===== src/rtl/perf_pkg.sv =====
// Shared definitions for the performance-counter read port: register map,
// status word bit positions and the read FSM state type.
package perf_pkg;

    localparam logic [1:0] ADDR_CYCLE   = 2'd0;
    localparam logic [1:0] ADDR_INSTRET = 2'd1;
    localparam logic [1:0] ADDR_STALL   = 2'd2;
    localparam logic [1:0] ADDR_STATUS  = 2'd3;

    localparam int STAT_HALTED      = 0;
    localparam int STAT_INSTRET_OVF = 1;
    localparam int STAT_STALL_OVF   = 2;

    typedef enum logic {
        IDLE = 1'b0,
        RESP = 1'b1
    } rd_state_t;

endpackage


===== src/rtl/perf_accum.sv =====
// Enable-gated wrapping counter with a sticky overflow flag that records
// the first wrap since reset.
module perf_accum #(
    parameter int WIDTH = 16
) (
    input  logic             clk,
    input  logic             reset,
    input  logic             en,
    output logic [WIDTH-1:0] count,
    output logic             overflow
);

    localparam logic [WIDTH-1:0] ONE = {{(WIDTH-1){1'b0}}, 1'b1};

    // A wrap happens exactly when an enabled increment starts from all ones.
    always_ff @(posedge clk) begin
        if (reset) begin
            count    <= '0;
            overflow <= 1'b0;
        end else if (en) begin
            count <= count + ONE;
            if (&count) begin
                overflow <= 1'b1;
            end
        end
    end

endmodule


===== src/rtl/perf_reader.sv =====
// Retirement/stall performance counters with a sticky halt latch, read out
// through a single-outstanding valid/ready request/response port.
module perf_reader
    import perf_pkg::*;
#(
    parameter int WIDTH = 16
) (
    input  logic             clk,
    input  logic             reset,
    input  logic             W_v,
    input  logic             isHalt,
    input  logic [WIDTH-1:0] cycle,
    input  logic             rd_req_v,
    output logic             rd_req_rdy,
    input  logic [1:0]       rd_addr,
    output logic             rd_resp_v,
    input  logic             rd_resp_rdy,
    output logic [WIDTH-1:0] rd_resp_data,
    output logic             halted
);

    logic [WIDTH-1:0] instret;
    logic [WIDTH-1:0] stall;
    logic [WIDTH-1:0] halt_cycle;
    logic [WIDTH-1:0] status_word;
    logic [WIDTH-1:0] sel_data;
    logic             instret_ovf;
    logic             stall_ovf;
    rd_state_t        state;

    perf_accum #(.WIDTH(WIDTH)) u_instret (
        .clk      (clk),
        .reset    (reset),
        .en       (W_v && !halted),
        .count    (instret),
        .overflow (instret_ovf)
    );

    perf_accum #(.WIDTH(WIDTH)) u_stall (
        .clk      (clk),
        .reset    (reset),
        .en       (!W_v && !halted),
        .count    (stall),
        .overflow (stall_ovf)
    );

    // The halting edge still counts its own retirement because the counter
    // enables see halted=0 on that edge; everything freezes afterwards.
    always_ff @(posedge clk) begin
        if (reset) begin
            halted     <= 1'b0;
            halt_cycle <= '0;
        end else if (!halted && isHalt) begin
            halted     <= 1'b1;
            halt_cycle <= cycle;
        end
    end

    always_comb begin
        status_word                   = '0;
        status_word[STAT_HALTED]      = halted;
        status_word[STAT_INSTRET_OVF] = instret_ovf;
        status_word[STAT_STALL_OVF]   = stall_ovf;
    end

    always_comb begin
        sel_data = '0;
        case (rd_addr)
            ADDR_CYCLE:   sel_data = halted ? halt_cycle : cycle;
            ADDR_INSTRET: sel_data = instret;
            ADDR_STALL:   sel_data = stall;
            ADDR_STATUS:  sel_data = status_word;
            default:      sel_data = '0;
        endcase
    end

    assign rd_req_rdy = (state == IDLE);

    // Response data is captured once at acceptance so it stays frozen while
    // the consumer back-pressures, even though the counters keep moving.
    always_ff @(posedge clk) begin
        if (reset) begin
            state        <= IDLE;
            rd_resp_v    <= 1'b0;
            rd_resp_data <= '0;
        end else begin
            case (state)
                IDLE: begin
                    if (rd_req_v) begin
                        state        <= RESP;
                        rd_resp_v    <= 1'b1;
                        rd_resp_data <= sel_data;
                    end
                end
                RESP: begin
                    if (rd_resp_rdy) begin
                        state        <= IDLE;
                        rd_resp_v    <= 1'b0;
                        rd_resp_data <= '0;
                    end
                end
                default: begin
                    state        <= IDLE;
                    rd_resp_v    <= 1'b0;
                    rd_resp_data <= '0;
                end
            endcase
        end
    end

endmodule


===== config.mk =====
export PLATFORM = sky130hd
export DESIGN_NAME = perf_reader
export DESIGN_NICKNAME = d
export VERILOG_FILES = /design/src/rtl/perf_pkg.sv /design/src/rtl/perf_accum.sv /design/src/rtl/perf_reader.sv
export SDC_FILE = /design/constraint.sdc
export NUM_CORES = 1
export LEC_CHECK = 0
export CAP_MARGIN = 10
export CORE_ASPECT_RATIO = 0.75
export CORE_MARGIN = 10
export CORE_UTILIZATION = 67
export DETAILED_ROUTE_END_ITERATION = 8
export DONT_BUFFER_PORTS = 1
export GPL_ROUTABILITY_DRIVEN = 0
export PLACE_DENSITY_LB_ADDON = 0.08
export SYNTH_ARGS = -nofsm -noshare
export SYNTH_HDL_FRONTEND = slang
export SYNTH_SLANG_ARGS = --single-unit

===== constraint.sdc =====
create_clock -name clk -period 4.2 [get_ports clk]
set_input_delay 1.05 -clock clk [delete_from_list [all_inputs] [get_ports clk]]
set_output_delay 1.05 -clock clk [all_outputs]
set_load 0.1 [all_outputs]

---- After elaboration in Yosys (flattened, before gate mapping) ----
Index checks and enable logic that the tools add are counted.
word-level totals
  bits in read-only memories .............. 0
  RAM bits ................................ 0
  input port bits ......................... 24
  register bits after elaboration ......... 69
  output and inout port bits .............. 19
  latch bits .............................. 0
  memories kept ........................... 0
  word-level logic and storage cells ...... 37
operators by class
  multipliers ............................. 0
  reductions and logical operators ........ 9
  equal/unequal tests ..................... 5
  muxes and demuxes ....................... 11
  shifts and indexed selects .............. 0
  $add $sub $neg .......................... 2
  bitwise gates (word level) .............. 1
  order comparisons ....................... 0
  div/mod/pow operators ................... 0
operators with widths
  cell                   count
  $pmux 16 s4            1
  $mux 16                3
  $reduce_and 17->1      2
  $add 16x1->16 const B  2
  $pmux 16 s2            1
  $eq 2x2->1 const B     2
  $mux 1                 4
  $ne 2x2->1 const B     2
  $pmux 1 s2             2
  $logic_and 1x1->1      3
  $eq 2x1->1 const B     1
  $logic_not 1->1        2
  $logic_not 2->1        1
  $reduce_and 2->1       1
  $not 1->1              1

---- Longest topological paths before layout ----
Gate-level depths: netlist of the first run.
  word-level depth ........................ 4
  depth in mapped cells ................... 6
  gate-level depth less buffers ........... 5

---- Modules after synthesis ----
From an unflattened synthesis of the first run, not the netlist that was laid out.
unflattened totals
  cells, all modules ...................... 385
  area, all modules ....................... 3,349.5 µm²
by module, submodules not included
  module       instances  area an instance (µm²)  seq. area each (µm²)  cells each
  perf_reader  1          1,833.0                 700.7                 217
  perf_accum   2          758.2                   340.3                 84

---- Worst setup path before layout of the first run ----
No wires, ideal clock.
  path type ............................... reg2reg
  from .................................... reg halted
  to ...................................... reg rd_resp_data[14]
  data required time ...................... 4.072 ns
  stages on the path, launching flop included .. 7
  setup time .............................. 0.128 ns
  setup slack ............................. 1.927 ns
  buffers on the path ..................... 2
  arrival ................................. 2.146 ns
  period minus slack after synthesis ...... 2.273 ns
  cells stage by stage .................... dfxtp_1 -> buf_6 -> buf_6 -> mux2_2 -> a222oi_1 -> a2bb2oi_1 -> nor2_1
between the ends
  longest elaborated chain between the ends .. 4
ends and longest elaborated chain
  what                    line               text
  from (decl)             perf_reader.sv:19  output logic halted
  from (signal assigned)  perf_reader.sv:51  halted <= 1'b0;
  from (signal assigned)  perf_reader.sv:54  halted <= 1'b1;
  $mux 16                 perf_reader.sv:69  ADDR_CYCLE: sel_data = halted ? halt_cycle : cycle;
  $pmux 16 s4             perf_reader.sv:68  case (rd_addr)
  $mux 16                 perf_reader.sv:89  if (rd_req_v) begin
  $pmux 16 s2             perf_reader.sv:87  case (state)
  to (signal assigned)    perf_reader.sv:92  rd_resp_data <= sel_data;
  to (decl)               perf_reader.sv:18  output logic [WIDTH-1:0] rd_resp_data,
Every way passes these cells. The select of a mux whose other input is x is not followed.
A chain may end at the register's enable or synchronous reset.

---- Worst setup path after layout of the first run ----
  from .................................... reg halted
  to ...................................... out halted
No word-level cell between the ends.

==> qor.log, run 1 <==
qor: layout.layout.core_utilization 74.5%
qor: global_routing.overflow_left_after_global_routing 0
qor: layout.nNetsFinal 376
qor: hold_path.min-delay-start halt_cycle[9]$_SDFFE_PP0P_
qor: cts.cts-htree-levels 3
qor: cts.cts_tree built
qor: global_routing.via_count_of_the_first_global_routing_pass 2,386
qor: global_routing.use_met3 7.44%
qor: synthesis.netlist_cell_types 36
qor: global_routing.grt_use_met1 24.9%
qor: timing.finalHoldViolations 0
qor: timing.final_max_slew_viol_count 0
qor: cts.cts-buffers-inserted 9
qor: synthesis.register_bit_count_reported_by_yosys 69
qor: floorplanning.die_area 7980 um2
qor: synthesis.synth_fp_nets 389
qor: cts.numClockSinks 69
qor: layout.antenna_cells 0
qor: timing.unrepaired_setup_endpoints_after_global_routing false
qor: global_routing.grt_first_pass_wirelength 12,300 um
qor: place.placedInstanceArea 3160 um2
qor: floorplanning.row_count 21
qor: synthesis.post_synth_design_cell_area 3210 um2
qor: timing.setup_viol 0
qor: cts.cts.hold.buffers_added 0
qor: place.port_buffers 0
qor: place.place_hpwl 5370 um
qor: layout.fin_area 3380 um2
qor: hold_path.hold_class reg2reg
qor: critical_path.worst_r2r_startpoint halted$_SDFFE_PP0P_
qor: synthesis.postSynthCellCount 363
qor: power.post-layout-total-power 1.44 mW
qor: critical_path.ff2ff_path_depth 4
qor: hold_path.whs_endpoint halt_cycle[9]$_SDFFE_PP0P_
qor: timing.worst_pin_slew 1.23 ns
qor: critical_path.worst-endpoint-arrival 1.43 ns
qor: global_routing.grt_antenna_before_repair 0
qor: global_routing.grt-busiest-layer met2
qor: critical_path.critPathCaptureType output port
qor: power.ir_drop_worst_vdd 0.000325 V
qor: timing.totalNegativeSetupSlack 0 ns
qor: floorplanning.die_height 79.9 um
qor: synthesis.postSynth.asyncResetShare 0%
qor: flow_run.max_cap_viol_count 0
qor: hold_path.whs_path_depth 2
qor: cts.clock_tree.root_cell clkbuf_8
qor: timing.layout_worst_path_cycle_share 59.1%
qor: layout.filler_cell_count 349
qor: floorplanning.io_pins 43
qor: cts.cts_setup_buffers 0
qor: synthesis.primary_ff_master_synth dfxtp_1
qor: critical_path.critPathKind reg2out
qor: timing.layout_min_cycle_time 2.48 ns
qor: cts.cts-root-to-sink-buffers 2
qor: global_routing.met2_routing_resource_usage_after_global_routing 29.5%
qor: drt.post-route-drc-count 0
qor: layout.flow.area_growth_from_synthesis 5.50%
qor: timing.timing.max_slew.rel_slack 18.3%
qor: critical_path.worstReg2RegEnd rd_resp_data[13]$_SDFFE_PP0P_
qor: timing.fmax 403 MHz
qor: status.status complete, no violations
qor: timing.clock_skew 0.00951 ns
qor: critical_path.worst_case_register_to_register_setup_slack 1.90 ns
qor: layout.final_layout_size_suffix_gt1_share 11.5%
qor: power.power.density_cell_area 424 nW/um2
qor: drt.route.final.wire_length 7560 um
qor: floorplanning.floorplan.core_area 4550 um2
qor: global_routing.groute.usage.overall 19.4%
qor: cts.number_of_instances_resized_during_post_cts_repair 0
qor: cts.clk-insertion-delay-late 0.35 ns
qor: critical_path.worst_setup_path_start_kind register
qor: power.p_leak 1.27 nW
qor: global_routing.grt_max_degree 75
qor: synthesis.synthesis.yosys.warnings 0
qor: cts.worst_setup_hold_path_clk_slew 0.08 ns
qor: floorplanning.start_util 70.6%
qor: drt.antenna_violating_nets_left 0
qor: floorplanning.horizontal_die_dimension 99.9 um
qor: synthesis.synth_edf_count 0
qor: drt.drt_pass1_iterations 8
qor: synthesis.seq_area_frac_synth 43.1%
qor: drt.drt_iter0_markers 379
qor: drt.avgViaCountPerCell 6.23
qor: critical_path.critical_path.max_fanout 28
qor: drt.route.vias.total 2,565
qor: critical_path.required_time_at_the_worst_slack_endpoint 3.15 ns
qor: synthesis.syn_avg_cell_area 8.84 um2
qor: drt.average_detailed_routed_wire_length_per_instance 18.3 um
how the worst max path moves through the flow:
stage / to / startpoint / cells past startpoint
after floorplan: rd_resp_data[14]$_SDFFE_PP0P_ / halted$_SDFFE_PP0P_ / 6
after global placement: rd_resp_data[1]$_SDFFE_PP0P_ / rd_req_v / 4
after detailed placement: rd_resp_data[1]$_SDFFE_PP0P_ / rd_req_v / 4
after CTS: halted / halted$_SDFFE_PP0P_ / 0
after global routing: halted / halted$_SDFFE_PP0P_ / 0
final: halted / halted$_SDFFE_PP0P_ / 0
registers in the layout (all words and copies together), names as in the netlist:
name / flops
u_stall.count: 16
halt_cycle: 16
rd_resp_data: 16
rd_resp_v: 1
halted: 1
u_stall.overflow: 1
u_instret.overflow: 1
state: 1
u_instret.count: 16
placed cells by master (no fill, tap or decap), drive strengths merged, types with 3 or more instances in the layout:
master and count:
a21oi 30, a222oi 12, a2bb2oi 12, and4 4
clkbuf 10, clkinv 3, dfxtp 69, inv 6
mux2 18, mux2i 8, nand2 50, nand3 7
nand4 10, nor2 50, nor2b 9, nor3 4
o211ai 3, o21ai 6, or3 3, xnor2 5
xor2 15
area by class of cell:
cell class                 instances  area, um2  share of cell area [%]
sequential                        69       1380                    40.9
multi-input combinational        264       1680                    49.8
clock inverter                     6       86.3                    2.55
tap                               57       71.3                    2.11
inverter                           6       22.5                   0.665
clock buffer                      10        138                    4.07
metal layers:
metal,share of wire [%],up-vias
met2,44,93
met3,10,7
met4,0.93,0
met1,44,1205
li1,-,1260
met5,0,-
cells in the mapped netlist, types with 7 or more instances:
cell / instances / area share, %
nand3_1: 7 / 1.1
xor2_1: 15 / 4.1
mux2i_1: 8 / 2.5
clkbuf_1: 11 / 1.3
dfxtp_1: 69 / 43
a21oi_1: 30 / 4.7
nor2b_1: 9 / 1.8
a2bb2oi_1: 12 / 3.3
nor2_1: 50 / 5.9
nand2_1: 50 / 5.9
nand4_1: 10 / 2.0
mux2_2: 18 / 6.3
a222oi_1: 12 / 3.7
where the power goes:
group	total [mW]	switching, mW	internal [mW]
Clock	0.598	0.249	0.349
Combinational	0.0992	0.0555	0.0438
Sequential	0.738	0.0648	0.673
through the flow:
step	hold WS (ns)	std cells	setup slack, ns
global route	0.480	412	1.66
finish	0.450	412	1.72
detailed placement	0.441	396	1.70
global placement	0.432	396	1.81
CTS	0.450	412	1.71
floorplan	0.433	363	1.93
cells by family (layout without fill, tap and decap cells):
logic type | Yosys count | count (layout) | synth area share [%]
xor+xnor | 20 | 20 | 5.46
compound gates | 67 | 67 | 14.5
fa+ha+maj | 2 | 2 | 0.780
flops | 69 | 69 | 43.1
buf+inv | 30 | 22 | 4.45
mux | 26 | 26 | 8.81
simple gates | 149 | 149 | 22.9
(Power assumes the default switching activity.)
==> inputs of run 2 (changes only) <==
--- a/config.mk
+++ b/config.mk
@@ -8,7 +8,7 @@
 export CAP_MARGIN = 10
 export CORE_ASPECT_RATIO = 0.75
 export CORE_MARGIN = 10
-export CORE_UTILIZATION = 67
+export CORE_UTILIZATION = 63
 export DETAILED_ROUTE_END_ITERATION = 8
 export DONT_BUFFER_PORTS = 1
 export GPL_ROUTABILITY_DRIVEN = 0
==> constraint.sdc (replaced) <==
create_clock -name clk -period 2.6 [get_ports clk]
set_input_delay 0.65 -clock clk [delete_from_list [all_inputs] [get_ports clk]]
set_output_delay 0.65 -clock clk [all_outputs]
set_load 0.1 [all_outputs]
==> run 2 against run 1 <==
Compared with the run above:
- worst hold slack got worse by 0.079 ns
- sequential power increased by 52%
- core utilization is 2.1 points lower
- global-route usage down 0.85 points
- setup slack worse by 1.3 ns
- cell count grew 6.1%
- largest power group unchanged
==> qor.log, run 2 (synthesized netlist as in run 1, its figures left out) <==
qor: status.status complete, no violations
qor: timing.timing.max_slew.rel_slack 29.4%
qor: layout.layout_common_cells dfxtp_1 (68), nand2_1 (50), nor2_1 (50)
qor: cts.cts-buffers-inserted 9
qor: layout.fin_area 3540 um2
qor: critical_path.required_time_at_the_worst_slack_endpoint 1.95 ns
qor: cts.numClockSinks 69
qor: global_routing.overflow_left_after_global_routing 0
qor: timing.layout_worst_path_cycle_share 83.6%
qor: place.numPlacedInstances 421
qor: timing.clock_skew 0.00463 ns
qor: critical_path.critical-path-slowest-cell dfxtp_2
qor: critical_path.cpLargestDelayFamily flip-flops
qor: power.ir_drop_worst_vdd 0.000472 V
qor: power.switching_power 0.609 mW
qor: cts.cts.hold.buffers_added 0
qor: timing.totalNegativeSetupSlack 0 ns
qor: floorplanning.row_count 22
qor: critical_path.critPathKind reg2out
qor: power.swShare 26.2%
qor: timing.final_critical_path_setup_slack 0.426 ns
qor: power.internal-power 1.71 mW
qor: cts.cts-root-to-sink-buffers 2
qor: power.combinationalPowerShare 11.0%
qor: cts.number_of_instances_resized_during_post_cts_repair 0
qor: critical_path.critPathCaptureType output port
qor: cts.cts-htree-levels 3
qor: cts.clk-insertion-delay-late 0.36 ns
qor: floorplanning.floorplan.core_area 4900 um2
qor: drt.avgViaCountPerCell 6.12
qor: floorplanning.horizontal_die_dimension 102 um
qor: timing.final_max_slew_viol_count 0
qor: drt.average_detailed_routed_wire_length_per_instance 17.4 um
qor: place.dpl_worst_slack 0.697 ns
qor: hold_path.hold_class in2reg
qor: drt.drt_pass1_iterations 7
qor: layout.nNetsFinal 398
qor: place.port_buffers 0
qor: timing.finalHoldViolations 0
qor: floorplanning.io_pins 43
qor: timing.hold_ws 0.370 ns
qor: global_routing.grt_max_degree 75
qor: floorplanning.die_area 8380 um2
qor: global_routing.grt_first_pass_wirelength 11,900 um
qor: layout.antenna_cells 0
qor: cts.clock_tree.root_cell clkbuf_8
qor: floorplanning.die_height 81.8 um
qor: cts.worst_setup_hold_path_clk_slew 0.07 ns
qor: drt.post-route-drc-count 0
qor: power.seqPwrFrac 48.1%
qor: global_routing.via_count_of_the_first_global_routing_pass 2,361
qor: layout.layout.cells.most_common dfxtp_1
qor: critical_path.worst_setup_path_start_kind register
qor: timing.layout_min_cycle_time 2.17 ns
qor: drt.drt_iter0_markers 283
qor: cts.cts_setup_buffers 0
qor: place.placedInstanceArea 3330 um2
qor: flow_run.max_cap_viol_count 0
qor: critical_path.slowest_delay 0.76 ns
qor: layout.final_layout_size_suffix_gt1_share 16.4%
qor: layout.filler_cell_count 382
qor: timing.worst_pin_slew 1.06 ns
qor: critical_path.critPathBufInv 1
qor: timing.fmax 460 MHz
qor: critical_path.critical_path.max_fanout 28
qor: global_routing.grt_antenna_before_repair 0
qor: floorplanning.start_util 65.5%
qor: layout.seqCellArea 1380 um2
qor: cts.cts_tree built
qor: critical_path.crit_chain buf_4
qor: layout.multiInputGateArea 1680 um2
qor: critical_path.worst-endpoint-arrival 1.52 ns
qor: layout.flow.area_growth_from_synthesis 10.5%
qor: power.power.density_cell_area 655 nW/um2
qor: global_routing.groute.usage.overall 18.5%
qor: drt.route.final.wire_length 7600 um
qor: drt.antenna_violating_nets_left 0
qor: layout.post_layout_nonfiller_instances 437
qor: timing.unrepaired_setup_endpoints_after_global_routing false
qor: power.clock_power_share 40.9%
qor: timing.setup_viol 0
qor: drt.route.vias.total 2,673
qor: place.place_hpwl 5280 um
qor: power.p_leak 1.37 nW
## run 2: metrics by stage
step / power, mW / util [%]
2_1_floorplan: 1.36 / -
3_3_place_gp: 1.39 / 68.0
3_5_place_dp: 1.40 / 68.0
4_1_cts: 2.34 / 72.3
5_1_grt: 2.40 / 72.3
6_report: 2.32 / 72.3
## run 2: final timing paths
| check | cells past startpoint | startpoint | to | slack, ns |
|---|---|---|---|---|
| max | 1 | halted$_SDFFE_PP0P_ | halted | 0.43 |
| min | 1 | reset | u_instret.count[10]$_SDFFE_PP0P_ | 0.37 |
| max reg2reg | 4 | halted$_SDFFE_PP0P_ | rd_resp_data[14]$_SDFFE_PP0P_ | 0.68 |
| min reg2reg | 2 | halt_cycle[11]$_SDFFE_PP0P_ | halt_cycle[11]$_SDFFE_PP0P_ | 0.45 |
## run 2: cell type report
type | count | share of cell area, %
Sequential cell | 69 | 39.0
Clock inverter | 6 | 2.47
Timing Repair Buffer | 22 | 4.66
Inverter | 6 | 0.635
Multi-Input combinational cell | 264 | 47.5
Tap cell | 60 | 2.12
Clock buffer | 10 | 3.60
## run 2: layer usage
layer / vias up / part of all wire [%] / track usage [%]
met5: - / 0 / 0
met4: 0 / 1.4 / 7.16
met3: 9 / 9.6 / 6.46
met2: 91 / 43 / 26.7
met1: 1275 / 46 / 24.9
li1: 1298 / - / -
## run 2: power by group through the flow
stage / registers (mW) / clock network [mW] / logic [mW]
final: 1.12 / 0.949 / 0.255
after global placement: 1.14 / 0 / 0.251
after CTS: 1.12 / 0.969 / 0.255
after floorplan: 1.20 / 0 / 0.164
after detailed placement: 1.14 / 0 / 0.255
after global routing: 1.12 / 1.01 / 0.272
==> inputs of run 3 (changes only) <==
--- a/config.mk
+++ b/config.mk
@@ -8,7 +8,7 @@
 export CAP_MARGIN = 10
 export CORE_ASPECT_RATIO = 0.75
 export CORE_MARGIN = 10
-export CORE_UTILIZATION = 63
+export CORE_UTILIZATION = 57
 export DETAILED_ROUTE_END_ITERATION = 8
 export DONT_BUFFER_PORTS = 1
 export GPL_ROUTABILITY_DRIVEN = 0
==> constraint.sdc (replaced) <==
create_clock -name clk -period 1.85 [get_ports clk]
set_input_delay 0.4625 -clock clk [delete_from_list [all_inputs] [get_ports clk]]
set_output_delay 0.4625 -clock clk [all_outputs]
set_load 0.1 [all_outputs]
==> run 3 against run 2 <==
Compared with the run above:
- critical path depth rose by 3
- sequential share of layout area fell by 0.58 points
- core utilization fell by 5.7 points
- via count did not move
- cell count rose by 5.3%
- worst hold slack got worse by 0.17 ns
- total power rose by 34%
- non-clock buffer count rose by 8
- register-to-register slack got worse by 0.61 ns
==> qor.log, run 3 (synthesized netlist as in run 1, its figures left out) <==
qor: hold_path.hold_class in2reg
qor: global_routing.overflow_left_after_global_routing 0
qor: floorplanning.die_area 9060 um2
qor: floorplanning.row_count 23
qor: layout.seqCellArea 1390 um2
qor: cts.cts_tree built
qor: layout.layout.cells.most_common dfxtp_1
qor: global_routing.grt_antenna_before_repair 0
qor: floorplanning.io_pins 43
qor: drt.drt_iter0_markers 231
qor: timing.totalNegativeSetupSlack 0 ns
qor: hold_path.whs_path_depth 1
qor: timing.unrepaired_setup_endpoints_after_global_routing false
qor: timing.timing.max_slew.rel_slack 43.9%
qor: floorplanning.start_util 59.3%
qor: timing.layout_worst_path_cycle_share 96.3%
qor: cts.worst_setup_hold_path_clk_slew 0.07 ns
qor: critical_path.critPathCaptureType register
qor: global_routing.groute.usage.overall 17.1%
qor: critical_path.worst-endpoint-arrival 2.01 ns
qor: layout.multiInputGateArea 1690 um2
qor: place.port_buffers 0
qor: drt.route.final.wire_length 7620 um
qor: place.place_hpwl 5610 um
qor: floorplanning.die_height 85.0 um
qor: timing.clock_skew 0.00683 ns
qor: global_routing.via_count_of_the_first_global_routing_pass 2,521
qor: timing.layout_min_cycle_time 1.78 ns
qor: layout.layout_common_cells dfxtp_1 (68), nand2_1 (50), nor2_1 (50)
qor: timing.finalHoldViolations 0
qor: cts.cts-htree-levels 3
qor: layout.filler_cell_count 466
qor: critical_path.worst_setup_path_start_kind register
qor: critical_path.critPathKind reg2reg
qor: cts.cts-root-to-sink-buffers 2
qor: power.power.density_cell_area 864 nW/um2
qor: cts.cts.hold.buffers_added 0
qor: drt.avgViaCountPerCell 5.81
qor: drt.drt_pass1_iterations 6
qor: critical_path.worst_case_register_to_register_setup_slack 0.07 ns
qor: cts.cts-buffers-inserted 9
qor: layout.flow.area_growth_from_synthesis 12.4%
qor: critical_path.ff2ff_path_depth 4
qor: power.ir_drop_worst_vdd 0.000478 V
qor: layout.final_layout_size_suffix_gt1_share 18.4%
qor: place.placedInstanceArea 3410 um2
qor: layout.antenna_cells 0
qor: global_routing.grt_max_degree 75
qor: cts.numClockSinks 69
qor: floorplanning.floorplan.core_area 5410 um2
qor: drt.antenna_violating_nets_left 0
qor: layout.nNetsFinal 406
qor: layout.fin_area 3600 um2
qor: critical_path.critical_path.max_fanout 28
qor: cts.clk-insertion-delay-late 0.33 ns
qor: timing.worst_pin_slew 0.839 ns
qor: status.status complete, no violations
qor: drt.average_detailed_routed_wire_length_per_instance 16.6 um
qor: drt.post-route-drc-count 0
qor: timing.fmax 561 MHz
qor: global_routing.grt_first_pass_wirelength 12,700 um
qor: floorplanning.horizontal_die_dimension 107 um
qor: timing.final_max_slew_viol_count 0
qor: flow_run.max_cap_viol_count 0
qor: critical_path.required_time_at_the_worst_slack_endpoint 2.07 ns
qor: cts.clock_tree.root_cell clkbuf_8
qor: power.p_leak 1.42 nW
qor: drt.route.vias.total 2,673
qor: timing.setup_viol 0
run 3: through the flow:
| step | utilization [%] | power (mW) | hold WS [ns] | setup WS, ns | cells |
|---|---|---|---|---|---|
| floorplan | - | 1.92 | 0.433 | 0.0572 | 363 |
| global placement | 63.0 | 1.95 | 0.432 | 0.146 | 444 |
| detailed placement | 63.0 | 1.96 | 0.440 | 0.115 | 444 |
| CTS | 66.6 | 3.14 | 0.181 | 0.0915 | 460 |
| global route | 66.6 | 3.26 | 0.177 | 0.00435 | 460 |
| finish | 66.6 | 3.12 | 0.204 | 0.0677 | 460 |
run 3: worst max-delay path: stages (launching register included):
cell      delay, ns
dfxtp_4        0.46
nand3b_4       0.23
nor4_4         0.39
nor3b_2        0.23
mux2_2         0.34
run 3: worst paths after layout:
path / endpoint / from
setup / recovery: u_instret.count[15]$_SDFFE_PP0P_ / halted$_SDFFE_PP0P_
hold / removal: rd_resp_data[10]$_SDFFE_PP0P_ / reset
hold reg to reg: halt_cycle[8]$_SDFFE_PP0P_ / halt_cycle[8]$_SDFFE_PP0P_
setup reg to reg: u_instret.count[15]$_SDFFE_PP0P_ / halted$_SDFFE_PP0P_
run 3: final cells by class:
cell class / count / area share, %
Clock buffer: 11 / 3.92
Clock inverter: 5 / 1.39
Inverter: 6 / 0.625
Multi-Input combinational cell: 264 / 46.8
Sequential cell: 69 / 38.4
Tap cell: 75 / 2.60
Timing Repair Buffer: 30 / 6.25
run 3: repair_timing:
item                                    4_1_cts  5_1_grt
setup buffers                                 0        0
endpoints found under the setup margin        0        8
resized for setup                             0        1
run 3: power breakdown:
part	total [mW]	switching, mW	internal, mW
clock network	1.19	0.536	0.651
registers	1.57	0.0413	1.53
logic	0.359	0.233	0.126
run 3: metal layers:
| layer | GRT usage, % | share of wire [%] | vias to the layer above | routed length, um |
|---|---|---|---|---|
| li1 | - | - | 1319 | - |
| met1 | 22.8 | 47 | 1265 | 3610 |
| met2 | 25.6 | 43 | 85 | 3300 |
| met3 | 5.59 | 8.6 | 4 | 656 |
| met4 | 5.52 | 0.60 | 0 | 46 |
| met5 | 0 | 0 | - | 0 |
